File: config.mk
export PLATFORM = sky130hd
export DESIGN_NAME = rr_arb_onehot
export DESIGN_NICKNAME = d
export VERILOG_FILES = /design/src/rtl/rr_arb_onehot_pkg.sv /design/src/rtl/onehot_to_bin.sv /design/src/rtl/rr_arb_onehot.sv
export SDC_FILE = /design/constraint.sdc
export NUM_CORES = 1
export LEC_CHECK = 0
export BUFFER_PORTS_ARGS = -buffer_cell sky130_fd_sc_hd__buf_4
export CAP_MARGIN = 5
export CORE_MARGIN = 5
export CORE_UTILIZATION = 43
export DETAILED_ROUTE_END_ITERATION = 7
export MAX_ROUTING_LAYER = met4
export PLACE_DENSITY = 0.87
export SETUP_SLACK_MARGIN = 0.3
export SLEW_MARGIN = 20
export SYNTH_ARGS = -nofsm -noshare
export SYNTH_HDL_FRONTEND = slang
export SYNTH_HIERARCHICAL = 1
export SYNTH_SLANG_ARGS = --single-unit
File: constraint.sdc
create_clock -name clk_i -period 9 [get_ports clk_i]
set_input_delay 0.9 -clock clk_i [delete_from_list [all_inputs] [get_ports clk_i]]
set_output_delay 0.9 -clock clk_i [all_outputs]
set_load 0.02 [all_outputs]
File: src/rtl/rr_arb_onehot_pkg.sv
// Shared defaults and width helper for the round-robin one-hot arbiter.
package rr_arb_onehot_pkg;

  localparam int unsigned DefaultNumIn     = 4;
  localparam int unsigned DefaultDataWidth = 32;

  // Index width for n entries; a single entry still needs one bit.
  function automatic int unsigned idx_width(input int unsigned n);
    return (n <= 1) ? 32'd1 : 32'($clog2(n));
  endfunction

endpackage

File: src/rtl/onehot_to_bin.sv
// One-hot0 to binary encoder; all-zero input encodes to zero.
module onehot_to_bin
  import rr_arb_onehot_pkg::*;
#(
  parameter int unsigned ONEHOT_WIDTH = DefaultNumIn,
  parameter int unsigned BIN_WIDTH    = idx_width(ONEHOT_WIDTH)
) (
  input  logic [ONEHOT_WIDTH-1:0] onehot_i,
  output logic [BIN_WIDTH-1:0]    bin_o
);

  always_comb begin
    bin_o = '0;
    for (int unsigned i = 0; i < ONEHOT_WIDTH; i++) begin
      if (onehot_i[i]) begin
        bin_o = bin_o | BIN_WIDTH'(i);
      end
    end
  end

endmodule

File: src/rtl/rr_arb_onehot.sv
// Round-robin arbiter with rotating priority pointer, one-hot and binary winner
// outputs, and an optional lock that freezes the winner while the output stalls.
module rr_arb_onehot
  import rr_arb_onehot_pkg::*;
#(
  parameter int unsigned NumIn     = DefaultNumIn,
  parameter int unsigned DataWidth = DefaultDataWidth,
  parameter bit          LockIn    = 1'b1,
  parameter int unsigned IdxWidth  = idx_width(NumIn)
) (
  input  logic                            clk_i,
  input  logic                            rst_ni,
  input  logic                            flush_i,
  input  logic [NumIn-1:0]                req_i,
  output logic [NumIn-1:0]                gnt_o,
  input  logic [NumIn-1:0][DataWidth-1:0] data_i,
  output logic                            req_o,
  input  logic                            gnt_i,
  output logic [DataWidth-1:0]            data_o,
  output logic [NumIn-1:0]                onehot_o,
  output logic [IdxWidth-1:0]             idx_o
);

  logic [IdxWidth-1:0] r_rr;
  logic                r_lock;
  logic [NumIn-1:0]    r_sel;

  logic [NumIn-1:0]    w_req_rot;
  logic [NumIn-1:0]    w_first_rot;
  logic [NumIn-1:0]    w_arb;
  logic [NumIn-1:0]    w_onehot;
  logic [IdxWidth-1:0] w_idx;
  logic [IdxWidth-1:0] w_rr_next;
  logic                w_req_any;

  // Rotate so the pointer input sits at bit 0, keep the lowest set bit, rotate back.
  assign w_req_rot   = (req_i >> r_rr) | (req_i << (NumIn - 32'(r_rr)));
  assign w_first_rot = w_req_rot & (~w_req_rot + NumIn'(1));
  assign w_arb       = (w_first_rot << r_rr) | (w_first_rot >> (NumIn - 32'(r_rr)));

  assign w_req_any = |req_i;
  assign w_onehot  = (r_lock ? r_sel : w_arb) & {NumIn{w_req_any}};

  assign req_o    = w_req_any;
  assign onehot_o = w_onehot;
  assign gnt_o    = w_onehot & {NumIn{gnt_i}};
  assign idx_o    = w_idx;

  always_comb begin
    data_o = '0;
    for (int unsigned i = 0; i < NumIn; i++) begin
      if (w_onehot[i]) begin
        data_o = data_o | data_i[i];
      end
    end
  end

  onehot_to_bin #(
    .ONEHOT_WIDTH (NumIn),
    .BIN_WIDTH    (IdxWidth)
  ) u_onehot_to_bin (
    .onehot_i (w_onehot),
    .bin_o    (w_idx)
  );

  // Explicit wrap keeps the pointer in range for non-power-of-two NumIn.
  assign w_rr_next = (w_idx == IdxWidth'(NumIn - 1)) ? '0 : w_idx + IdxWidth'(1);

  always_ff @(posedge clk_i or negedge rst_ni) begin
    if (!rst_ni) begin
      r_rr   <= '0;
      r_lock <= 1'b0;
      r_sel  <= '0;
    end else if (flush_i) begin
      r_rr   <= '0;
      r_lock <= 1'b0;
    end else if (w_req_any && gnt_i) begin
      r_rr   <= w_rr_next;
      r_lock <= 1'b0;
    end else if (w_req_any && LockIn) begin
      r_lock <= 1'b1;
      r_sel  <= w_onehot;
    end
  end

`ifndef SYNTHESIS
  a_gnt_onehot0 : assert property (@(posedge clk_i) disable iff (!rst_ni)
    $onehot0(gnt_o));
  a_lock_req : assert property (@(posedge clk_i) disable iff (!rst_ni)
    r_lock |-> ((req_i & r_sel) == r_sel));
  a_lock_data : assert property (@(posedge clk_i) disable iff (!rst_ni)
    r_lock |-> $stable(data_o));
`endif

endmodule
Yosys cells after proc, flatten, opt, wreduce, memory -nomap -nowiden
Cells that the tools add are included.

Add/subtract/negate cells: 3. Shifts and indexed selects: 4. Mux-type cells: 14. Eq/ne operators: 1. Reductions and logical operators: 5. Bitwise logic cells: 11.

Operator list (count): 2-to-1 mux 32 bit (4); bitwise OR 32 bit (3); << shifter 4 x 32 -> 4 bit (1); >> shifter 4 x 32 -> 4 bit (1); bitwise AND 4 bit (3); 2-to-1 mux 2 bit (5); bitwise OR 4 bit (2); adder 4 x 1 -> 4 bit, second input constant (1); 2-to-1 mux 1 bit (4); 2-to-1 mux 4 bit (1); NOT 4 bit (1); OR reduction 4 bit (1); << shifter 4 x 2 -> 4 bit (1); >> shifter 4 x 2 -> 4 bit (1); subtractor 3 x 2 -> 4 bit, first input constant (1); AND reduction 3 bit (1); nonzero test 3 bit (1); adder 2 x 1 -> 2 bit, second input constant (1); equality test 2 bit, second input constant (1); NOT 1 bit (2); nonzero test 2 bit (1); logical AND 1 bit (1).

Bits in registers: 7. Word-level logic and storage cells: 41. Input bits: 136. Output and inout port bits: 43.

Depth between registers and ports, before layout
Gate-level depths: netlist of the first run.

Depth in word-level cells: 17. Depth in mapped cells: 15. Mapped depth without buffers: 12.

Modules after synthesis
The synthesis of the first run kept the hierarchy.

Modules (own cells, without submodules): rr_arb_onehot (cells each 288, seq. area each 175.2 um2, times used 1, area an instance 2140.8 um2); onehot_to_bin (cells each 2, seq. area each 0.0 um2, times used 1, area an instance 12.5 um2).

Least setup slack after synthesis of the first run
Ideal clock, no wire load.

Path type: register to output. Start point: reg r_rr[0]. End point: out idx_o[0]. Setup slack: 5.038 ns. Stages on the path, launching flop included: 11. Data required time: 8.100 ns. Path buffers: 2. Data arrival time: 3.062 ns. Path through: dfrtp_1 -> clkbuf_8 -> inv_1 -> ha_1 -> buf_4 -> mux2i_1 -> nor2_1 -> nor4_2 -> a221oi_4 -> nor3_1 -> or2_1.

Elaborated cells between the ends (all ways): 15. Classes of those cells: 2 x add/sub; 4 x shift; 4 x mux; 5 x bitwise.

RTL lines: from (decl) (line rr_arb_onehot.sv:24) `logic [IdxWidth-1:0] r_rr;`; from (signal assigned) (line rr_arb_onehot.sv:78) `r_rr <= w_rr_next;`; subtractor 3 x 2 -> 4 bit (line rr_arb_onehot.sv:37, rr_arb_onehot.sv:39); << shifter 4 x 32 -> 4 bit (line rr_arb_onehot.sv:37) `assign w_req_rot = (req_i >> r_rr) | (req_i << (NumIn - 32'(r_rr)));`; bitwise OR 4 bit (line rr_arb_onehot.sv:37); NOT 4 bit (line rr_arb_onehot.sv:38) `assign w_first_rot = w_req_rot & (~w_req_rot + NumIn'(1));`; adder 4 x 1 -> 4 bit (line rr_arb_onehot.sv:38); bitwise AND 4 bit (line rr_arb_onehot.sv:38); >> shifter 4 x 32 -> 4 bit or << shifter 4 x 2 -> 4 bit (tied branches) (line rr_arb_onehot.sv:39) `assign w_arb = (w_first_rot << r_rr) | (w_first_rot >> (NumIn - 32'(r_rr)));`; bitwise OR 4 bit (*) (line rr_arb_onehot.sv:39); 2-to-1 mux 4 bit (*) (line rr_arb_onehot.sv:42) `assign w_onehot = (r_lock ? r_sel : w_arb) & {NumIn{w_req_any}};`; bitwise AND 4 bit (*) (line rr_arb_onehot.sv:42); named net onehot_o[3] (line rr_arb_onehot.sv:20) `output logic [NumIn-1:0] onehot_o,`; 2-to-1 mux 2 bit (*) (line onehot_to_bin.sv:15) `if (onehot_i[i]) begin`; to (decl) (line rr_arb_onehot.sv:21) `output logic [IdxWidth-1:0] idx_o`.

The timed path passes the listed nets; every way through them passes the cells marked *.

Worst setup path in the final report of the first run
Start point: reg r_rr[1]. End point: out data_o[31].

Word-level cells in the longest chain between the ends: 17. Elaborated cells between the ends (all ways): 19. Classes of those cells: 2 x add/sub; 4 x shift; 5 x mux; 8 x bitwise.

Ends and longest elaborated chain: subtractor 3 x 2 -> 4 bit (line rr_arb_onehot.sv:37, rr_arb_onehot.sv:39); << shifter 4 x 32 -> 4 bit (line rr_arb_onehot.sv:37); bitwise OR 4 bit (line rr_arb_onehot.sv:37); NOT 4 bit (line rr_arb_onehot.sv:38); adder 4 x 1 -> 4 bit (line rr_arb_onehot.sv:38); bitwise AND 4 bit (line rr_arb_onehot.sv:38); >> shifter 4 x 32 -> 4 bit or << shifter 4 x 2 -> 4 bit (tied branches) (line rr_arb_onehot.sv:39); bitwise OR 4 bit (*) (line rr_arb_onehot.sv:39); 2-to-1 mux 4 bit (*) (line rr_arb_onehot.sv:42); bitwise AND 4 bit (*) (line rr_arb_onehot.sv:42); 2-to-1 mux 32 bit (line rr_arb_onehot.sv:52) `if (w_onehot[i]) begin`; bitwise OR 32 bit (line rr_arb_onehot.sv:53) `data_o = data_o | data_i[i];`; 2-to-1 mux 32 bit (line rr_arb_onehot.sv:52); bitwise OR 32 bit (line rr_arb_onehot.sv:53); 2-to-1 mux 32 bit (line rr_arb_onehot.sv:52); bitwise OR 32 bit (line rr_arb_onehot.sv:53); 2-to-1 mux 32 bit (*) (line rr_arb_onehot.sv:52); to (decl) (line rr_arb_onehot.sv:19) `output logic [DataWidth-1:0] data_o,`.

Every way passes the cells marked *; elsewhere a longest branch is shown, timed or not.

==> impl_metrics.yaml, run 1 <==
place:
  gp_congestion: 1.045
  portBuffers: 178
  dp.final_hpwl_microns: 7272
  place_area_sq_um: 3416
routing:
  drt_iter0_drc: 276
  route.detailed.wl_per_inst_microns: 18.60
  first_pass_iters: 4
  via_per_inst: 5.733
  met3_length_microns: 960
  drc: 0
  via_count: 2958
  top_layer_used: "met4"
  wirelength_microns: 9598
  ant_nets: 0
  wl_met1_microns: 3634
  dr_wl_met2_microns: 4844
clock_network:
  cts_hold_buffers: 0
  clockBufferDepth: 2
  htreeDepth: 1
  cts_root_buffer: "clkbuf_8"
  postCtsResizedCells: 0
  numCtsBuffers: 3
  post_cts_buffers: 0
  cts_tree: "yes"
  cts.sinks: 7
  path_clk_slew_ns: 0.04
  clk_latency_ns: 0.23
yosys:
  synth-main-ff-cell: "dfrtp_1"
  synthArstFlopShare_pct: 100.0
  synth_cells: 290
  synth-seq-cells: 7
  ys_types: 49
  synth_area_sq_um: 2153
  ys_seq_area_share_pct: 8.135
  synth_nets: 429
  synth_edf_count: 0
  syn_avg_cell_area_sq_um: 7.425
  yosysWarnings: 6
grt:
  grt_antenna_before_repair: 0
  grt_remaining_overflow: 0
  grt_pass1_wl_microns: 14060
  grt_max_degree: 37
  grtUsageTotal_pct: 28.20
  grt_pass1_vias: 2870
power:
  powerDensity_nw_per_um2: 164.9
  combPwrFrac_pct: 83.7
  clockPowerShare_pct: 7.9
  p_int_mw: 0.2771
  sw_frac_of_total_pct: 51.46
  power_switching_mw: 0.2938
  total_power_mw: 0.5709
  p_leak_nw: 1.699
  vdd_drop_max_uv: 127.0
  power_frac_seq_pct: 8.5
setup_path:
  path_cells: "inv_1, ha_1, mux2i_1, nor2_1, a211o_1, a31oi_4, nor3b_1, a2111o_1, buf_4"
  cp_num_buf_inv: 2
  critical_path_class: "register to output pin"
  worstPathRequired_ns: 8.10
  arrival_ns: 4.08
  max_stage_delay_ns: 0.78
  startpoint_type: "register"
  worstSetupEndpointType: "output pin"
  crit_fanout: 34
  slowest_stage: "a31oi_4"
  critPathTopFamily: "compound AO/OA/AOI/OAI gates"
layout:
  final_cell_mix: "buf_4 (183), nor3b_1 (62), nor2_1 (43), nand2_1 (39), a2111o_1 (32)"
  layout_commonest_cell: "buf_4"
  design_area_sq_um: 3462
  layout-drive-gt1-share_pct: 46.55
  multi_input_area_sq_um: 1760
  diodes: 0
  fin_nets: 589
  nFillCells: 398
  synthToLayoutAreaGrowth_pct: 60.78
  seq_area_sq_um: 175.2
timing:
  hold_viol: 0
  tightest_slew_ns: 1.065
  slew_headroom_pct: 29.01
  slew_viol_final: 0
  min_period_ns: 4.979
  setup_tns_ns: 0
  skew_ns: 0.004346
  post-route-period-util_pct: 55.32
  rsz0062_at_grt: "no"
  setup_violations: 0
  max_freq_mhz: 200.8
run_status:
  run_status: "completed"
worst_hold_path:
  hp-class: "input pin to asynchronous set/reset pin"
floorplanning:
  die_area_sq_um: 6523
  io_pins: 179
  rows: 25
  die_y_microns: 80.77
  coreArea_sq_um: 4786
  initial_core_util_pct: 44.99
  fp.dieW_microns: 80.77
flow_run:
  maxCapViolCount: 0
-- state kept, by name (all words and copies together), names as in the netlist --
signal and flops:
r_rr 2, r_lock 1, r_sel 4
-- through the flow --
stage | setup WS (ns) | std cells | hold WS, ns | utilization (%)
CTS | 4.039 | 516 | 0.4719 | 72.34
finish | 4.021 | 516 | 0.4692 | 72.34
detailed placement | 4.309 | 512 | 0.4947 | 71.37
global placement | 4.357 | 512 | 0.4639 | 71.37
floorplan | 5.038 | 290 | 0.4432 | -
global route | 3.763 | 516 | 0.4752 | 72.34
-- worst reg2reg max path: stages (launching register included) --
cell      delay (ns)
dfrtp_1         0.67
inv_1           0.29
ha_1            0.64
mux2i_1         0.33
nor2_1          0.11
nor4_2          0.55
a221oi_4        0.14
buf_4           0.28
nor3_1          0.42
or2_1           0.23
ha_1            0.25
nand3_1         0.08
a21oi_1         0.08
-- worst paths after layout --
check                           slack, ns  cells after the start    endpoint  startpoint
max in group asynchronous            8.41                      1    r_sel[2]      rst_ni
worst max-delay path                 4.02                      9  data_o[31]     r_rr[1]
worst min-delay path                 0.47                      1    r_sel[3]      rst_ni
worst max register to register       4.80                     12     r_rr[1]     r_rr[1]
min in group clk_i                   0.50                      2    r_sel[0]    r_sel[0]
worst min register to register       0.50                      2    r_sel[0]    r_sel[0]
-- area by class of cell --
| type | instances | share of cell area, % |
|---|---|---|
| Clock inverter | 1 | 0.1446 |
| Clock buffer | 3 | 1.193 |
| Tap cell | 67 | 2.421 |
| Sequential cell | 7 | 5.060 |
| Timing Repair Buffer | 183 | 39.68 |
| Multi-Input combinational cell | 249 | 50.85 |
| Inverter | 6 | 0.6505 |
-- cell families (layout without fill, tap and decap cells) --
logic type / Yosys count / after routing / synth area share [%]
compound gates: 65 / 65 / 30.16
simple gates: 176 / 176 / 46.25
flops: 7 / 7 / 8.135
mux: 5 / 5 / 2.498
fa+ha+maj: 3 / 3 / 1.743
buf+inv: 34 / 193 / 11.21
-- per-layer routing --
| metal | vias up | global-route usage [%] |
|---|---|---|
| met5 | - | - |
| met4 | 0 | 6.419 |
| met3 | 12 | 5.100 |
| met2 | 159 | 50.66 |
| met1 | 1380 | 32.62 |
| li1 | 1407 | - |
-- cell usage after synthesis, types with 3 or more instances --
cell      count  area [sq um]
o21ai_0       5         25.02
nand3_1       4         20.02
clkbuf_8      5         68.82
mux2_2        3         33.78
nor2_1       44         165.2
and2_1        4         25.02
nor3_1        5         25.02
dfrtp_1       7         175.2
nor3b_1      62         465.5
o211ai_1      3         22.52
ha_1          3         37.54
buf_2         5         25.02
inv_1         5         18.77
buf_6         6         67.56
a2111o_1     32         360.4
a21oi_1       3         15.01
clkbuf_1      9         33.78
a31oi_1       4         25.02
nand2b_1      3         18.77
nand2_1      39         146.4
-- power groups by stage --
stage / Sequential [mW] / Combinational [mW] / Clock, mW
finish: 0.0483 / 0.478 / 0.0450
floorplan: 0.0417 / 0.314 / 0
global placement: 0.0478 / 0.470 / 0
detailed placement: 0.0484 / 0.475 / 0
CTS: 0.0479 / 0.477 / 0.0450
global route: 0.0492 / 0.511 / 0.0473
No activity file was read; power rests on OpenSTA's default activity.
==> run 2, diff against run 1 <==
ABC_AREA = 1   (was unset)
CORE_UTILIZATION = 42   (was 43)
PLACE_DENSITY = 0.82   (was 0.87)
clock period = 4.86 ns   (was 9 ns; I/O delays follow)
==> run 2 against run 1 <==
  * Synthesized cell count increased by 55%
  * Largest cell class unchanged
  * Combinational power increased to 4.5 times the previous value
  * Die area increased by 12%
  * Area after synthesis increased by 11%
  * Largest power group unchanged
  * Via count increased by 16%
  * Critical path depth increased by 8
  * Hold slack got worse by 0.41 ns
  * First-iteration DRC count decreased by 50%
==> impl_metrics.yaml, run 2 <==
timing:
  min_period_ns: 4.231
  setup_tns_ns: 0
  skew_ns: 0.001249
  slew_headroom_pct: 30.89
  post-route-period-util_pct: 87.05
  tightest_slew_ns: 1.034
  hold_viol: 0
  setup_violations: 0
  rsz0062_at_grt: "no"
  slew_viol_final: 0
  max_freq_mhz: 236.4
layout:
  diodes: 0
  largest_register_ffs: 4
  final_cell_mix: "buf_4 (181), nand2_1 (131), nand3_1 (117), inv_1 (78), nand3_2 (25)"
  finalNonFillerCells: 679
  layout-drive-gt1-share_pct: 38.71
  synthToLayoutAreaGrowth_pct: 54.88
  top_register: "r_sel"
  layout_commonest_cell: "buf_4"
  fin_nets: 747
  utilization_pct: 67.01
  nFillCells: 510
  top_regs: "r_sel (4), r_rr (2), r_lock (1)"
grt:
  top_usage_layer: "met2"
  grtUsageTotal_pct: 25.43
  grt_remaining_overflow: 0
  met1_usage_pct: 30.64
  grt_pass1_vias: 3152
  use_met2_pct: 43.64
  grt_pass1_wl_microns: 14900
  grtUsageMet3_pct: 3.107
  grt_antenna_before_repair: 0
  grt_max_degree: 34
routing:
  first_pass_iters: 4
  ant_nets: 0
  drt_iter0_drc: 139
  via_count: 3420
  via_per_inst: 5.037
  drc: 0
  route.detailed.wl_per_inst_microns: 14.37
  wirelength_microns: 9760
yosys:
  synth-seq-cells: 7
  synth_edf_count: 0
  yosysWarnings: 6
  ys_types: 27
  ys_seq_area_share_pct: 7.353
  synth_area_sq_um: 2382
  synth-main-ff-cell: "dfrtp_1"
  synth_nets: 588
  synth_commonest_cells: "nand2_1 (131), nand3_1 (117), inv_1 (78), nand3_2 (25), nor2_1 (23)"
  syn_avg_cell_area_sq_um: 5.306
  synth_top_cell_by_area: "nand3_1"
  synthArstFlopShare_pct: 100.0
  synth_cells: 449
  yosysMostFrequentCell: "nand2_1"
  yosys-top-cells-area: "nand3_1 (25%), nand2_1 (21%), inv_1 (12%)"
  yosysTopAreaCellShare_pct: 24.58
clock_network:
  postCtsResizedCells: 0
  htreeDepth: 1
  clk_latency_ns: 0.23
  cts_hold_buffers: 0
  cts_tree: "yes"
  post_cts_buffers: 0
  path_clk_slew_ns: 0.04
  numCtsBuffers: 3
  clockBufferDepth: 2
  cts.sinks: 7
  cts_root_buffer: "clkbuf_8"
floorplanning:
  rows: 27
  io_pins: 179
  fp.dieW_microns: 85.32
  die_y_microns: 85.32
  die_area_sq_um: 7279
  coreArea_sq_um: 5507
  initial_core_util_pct: 43.26
worst_hold_path:
  hp-class: "input pin to asynchronous set/reset pin"
power:
  vdd_drop_max_uv: 430.9
  powerDensity_nw_per_um2: 631.4
  p_leak_nw: 2.255
setup_path:
  worstSetupEndpointType: "output pin"
  reg2reg_slack_ns: 0.86
  startpoint: "r_rr[0]"
  arrival_ns: 3.74
  crit_fanout: 33
  worstPathRequired_ns: 4.37
  startpoint_type: "register"
  critical_path_class: "register to output pin"
  timing.rr.start: "r_rr[0]"
place:
  dp.final_hpwl_microns: 7476
  portBuffers: 178
  gp_congestion: 0.9937
  place_inst: 675
run_status:
  run_status: "completed"
flow_run:
  maxCapViolCount: 0
-- run 2: routing by layer --
metal  up-vias  part of all wire [%]
li1       1728                     -
met1      1497                    39
met2       177                    50
met3        18                   8.9
met4         0                   2.3
met5         -                     0
-- run 2: power by group --
group          internal (mW)  switching, mW
Clock                 0.0568         0.0258
Sequential            0.0792         0.0340
Combinational          0.779           1.35
Total                  0.915           1.41
-- run 2: logic make-up after synthesis --
| kind of cell | Yosys count | synth area share, % |
|---|---|---|
| buffers and inverters | 109 | 21.59 |
| adder cells (fa/ha/maj) | 3 | 1.576 |
| AO/OA/AOI/OAI | 13 | 3.046 |
| flip-flops | 7 | 7.353 |
| AND/OR/NAND/NOR | 317 | 66.44 |
-- run 2: area by class of cell --
cell class / instances / area [sq um] / area share, %
Clock buffer: 4 / 45.04 / 1.221
Inverter: 82 / 312.8 / 8.477
Multi-Input combinational cell: 333 / 1708 / 46.29
Sequential cell: 7 / 175.2 / 4.747
Tap cell: 72 / 90.09 / 2.442
Timing Repair Buffer: 181 / 1359 / 36.83
-- run 2: final timing paths --
kind,to,cells after the start
max,idx_o[0],17
max reg2reg,r_rr[0],18
min reg2reg,r_sel[3],2
max in group asynchronous,r_rr[0],1
min,r_sel[2],1
min in group clk_i,r_rr[0],2
-- run 2: metrics by stage --
step | hold WS, ns | setup WS [ns] | area, sq um | power [mW]
floorplan | 0.1904 | 1.896 | 2382 | 1.658
CTS | 0.05779 | 0.6260 | 3690 | 2.338
detailed placement | 0.3007 | 0.8667 | 3645 | 2.250
finish | 0.05914 | 0.6291 | 3690 | 2.330
global route | 0.05744 | 0.3202 | 3690 | 2.563
global placement | 0.3013 | 1.094 | 3645 | 2.212
-- run 2: critical path, cell delays in order (launching register included) --
cell and delay, ns:
dfrtp_1 0.70, inv_6 0.13, ha_1 0.39, o21ai_0 0.28, nand2_1 0.14, nand2_4 0.11, inv_2 0.04, nand2_2 0.07
nand2_2 0.06, nand3_1 0.07, nand2_1 0.05, inv_1 0.07, nand3_2 0.67, nand2_2 0.33, inv_1 0.08, inv_1 0.06
nand2_1 0.08, buf_4 0.17
==> run 3, diff against run 2 <==
--- a/config.mk
+++ b/config.mk
@@ -10,8 +10,8 @@
 export CAP_MARGIN = 5
 export CORE_MARGIN = 5
-export CORE_UTILIZATION = 42
+export CORE_UTILIZATION = 38
 export DETAILED_ROUTE_END_ITERATION = 7
 export MAX_ROUTING_LAYER = met4
-export PLACE_DENSITY = 0.82
+export PLACE_DENSITY = 0.79
 export SETUP_SLACK_MARGIN = 0.3
 export SLEW_MARGIN = 20
==> constraint.sdc (replaced) <==
create_clock -name clk_i -period 3.8 [get_ports clk_i]
set_input_delay 0.38 -clock clk_i [delete_from_list [all_inputs] [get_ports clk_i]]
set_output_delay 0.38 -clock clk_i [all_outputs]
set_load 0.1 [all_outputs]
==> run 3 against run 2 <==
  * Clock skew grew 0.00095 ns
  * Worst setup slack lost 0.17 ns
  * Final cell count increased by 1.5%
  * Die area up 9.3%
==> impl_metrics.yaml, run 3 (synthesis gave the netlist of run 2 again) <==
grt:
  grtUsageTotal_pct: 23.63
  grt_antenna_before_repair: 0
  grt_pass1_vias: 3307
  grt_pass1_wl_microns: 14790
  grt_max_degree: 34
  grt_remaining_overflow: 0
worst_hold_path:
  holdPathStages: 2
  hp-class: "input pin to register"
clock_network:
  htreeDepth: 1
  clk_latency_ns: 0.23
  post_cts_buffers: 0
  numCtsBuffers: 3
  cts.sinks: 7
  cts_root_buffer: "clkbuf_8"
  clockBufferDepth: 2
  cts_tree: "yes"
  path_clk_slew_ns: 0.04
routing:
  first_pass_iters: 5
  wirelength_microns: 10310
  via_count: 3499
  via_per_inst: 5.078
  drc: 0
  drt_iter0_drc: 175
  ant_nets: 0
  route.detailed.wl_per_inst_microns: 14.97
timing:
  min_period_ns: 3.341
  setup_violations: 0
  hold_viol: 0
  max_freq_mhz: 299.3
  skew_ns: 0.002200
  worst_slack_ns: 0.4587
  tightest_slew_ns: 1.078
  setup_tns_ns: 0
  slew_headroom_pct: 27.99
  slew_viol_final: 0
  post-route-period-util_pct: 87.93
  rsz0062_at_grt: "yes"
layout:
  nFillCells: 558
  final_cell_mix: "buf_4 (177), nand2_1 (128), nand3_1 (117), inv_1 (76), nand3_2 (24)"
  top_regs: "r_sel (4), r_rr (2), r_lock (1)"
  layout_commonest_cell: "buf_4"
  diodes: 0
  synthToLayoutAreaGrowth_pct: 62.76
  fin_nets: 754
  layout-drive-gt1-share_pct: 40.88
  largest_register_ffs: 4
  top_register: "r_sel"
setup_path:
  slowest_stage: "dfrtp_2"
  startpoint_type: "register"
  worstPathRequired_ns: 3.42
  arrival_ns: 2.96
  critPathTopFamily: "simple AND/OR/NAND/NOR gates"
  r2r_cells: 18
  critical_path_class: "register to output pin"
  path_cells: "inv_2, ha_1, o21ai_1, nand2_1, nand2_4, nor2_4, nand2_2, nand2_1, nand3_1, nand3_4, buf_4, nand3_2, nand2_1, inv_1, nand2_1, buf_4"
  worstSetupEndpointType: "output pin"
  crit_cells: 16
  crit_fanout: 12
  max_stage_delay_ns: 0.43
  cp_num_buf_inv: 4
  crit_path_frequent_cell: "nand2_1"
place:
  gp_congestion: 0.9106
  portBuffers: 178
  dp.final_hpwl_microns: 7912
  preCtsSetupSlack_ns: 0.5477
floorplanning:
  die_area_sq_um: 7953
  rows: 28
  coreArea_sq_um: 6026
  initial_core_util_pct: 39.53
  die_y_microns: 89.18
  fp.dieW_microns: 89.18
  io_pins: 179
flow_run:
  maxCapViolCount: 0
run_status:
  run_status: "completed"
[run 3: cell count changes in the layout (fill, tap and decap cells not counted), moves of 2 or more]
cell | before | now
nor2_2 | 4 | 7
nand2_8 | 0 | 4
nor2_1 | 19 | 15
buf_6 | 0 | 8
nand2_1 | 131 | 128
inv_1 | 78 | 76
buf_4 | 181 | 177
[run 3: area by class of cell]
type                    count  area (sq um)  share of cell area (%)
inverters                  82         319.1                   8.228
repair buffers            187          1449                   37.37
multi-input cells         334          1794                   46.27
flip-flops and latches      7         176.4                   4.550
clock buffers               4         45.04                   1.162
well taps                  75         93.84                   2.420
[run 3: metal layers]
metal	share of wire (%)	wire [microns]	track usage (%)	up-vias
li1	-	-	-	1740
met1	39	4048	28.01	1550
met2	49	5086	42.40	190
met3	9.6	988	2.765	19
met4	1.9	191	5.548	0
met5	0	0	-	-
[run 3: timing repair]
action,CTS,global route
resized for setup,1,15
hold buffers,1,0
cloned,0,1
pin swaps,0,3
setup endpoints to repair,1,41
hold endpoints to repair,7,0
[run 3: per-stage QoR]
stage	utilization [%]	instance area, sq um	hold slack [ns]	cells
final	64.35	3877	0.3539	689
after global routing	64.35	3877	0.3724	689
after CTS	63.21	3809	0.3569	688
after detailed placement	62.15	3745	0.1988	683
after global placement	62.15	3745	0.1982	683
after floorplan	-	2429	0.08441	449
[run 3: worst paths after layout]
path	from	end	slack, ns
min in group asynchronous	rst_ni	r_rr[0]	0.50
max in group asynchronous	rst_ni	r_rr[1]	3.17
min	flush_i	r_rr[0]	0.35
max	r_rr[1]	data_o[9]	0.46
min reg2reg	r_sel[2]	r_sel[2]	0.49
max reg2reg	r_rr[1]	r_rr[0]	0.75
Power of run 3 is not shown: default switching activity piles up to over one toggle a cycle in this logic, so the estimate is an artifact.
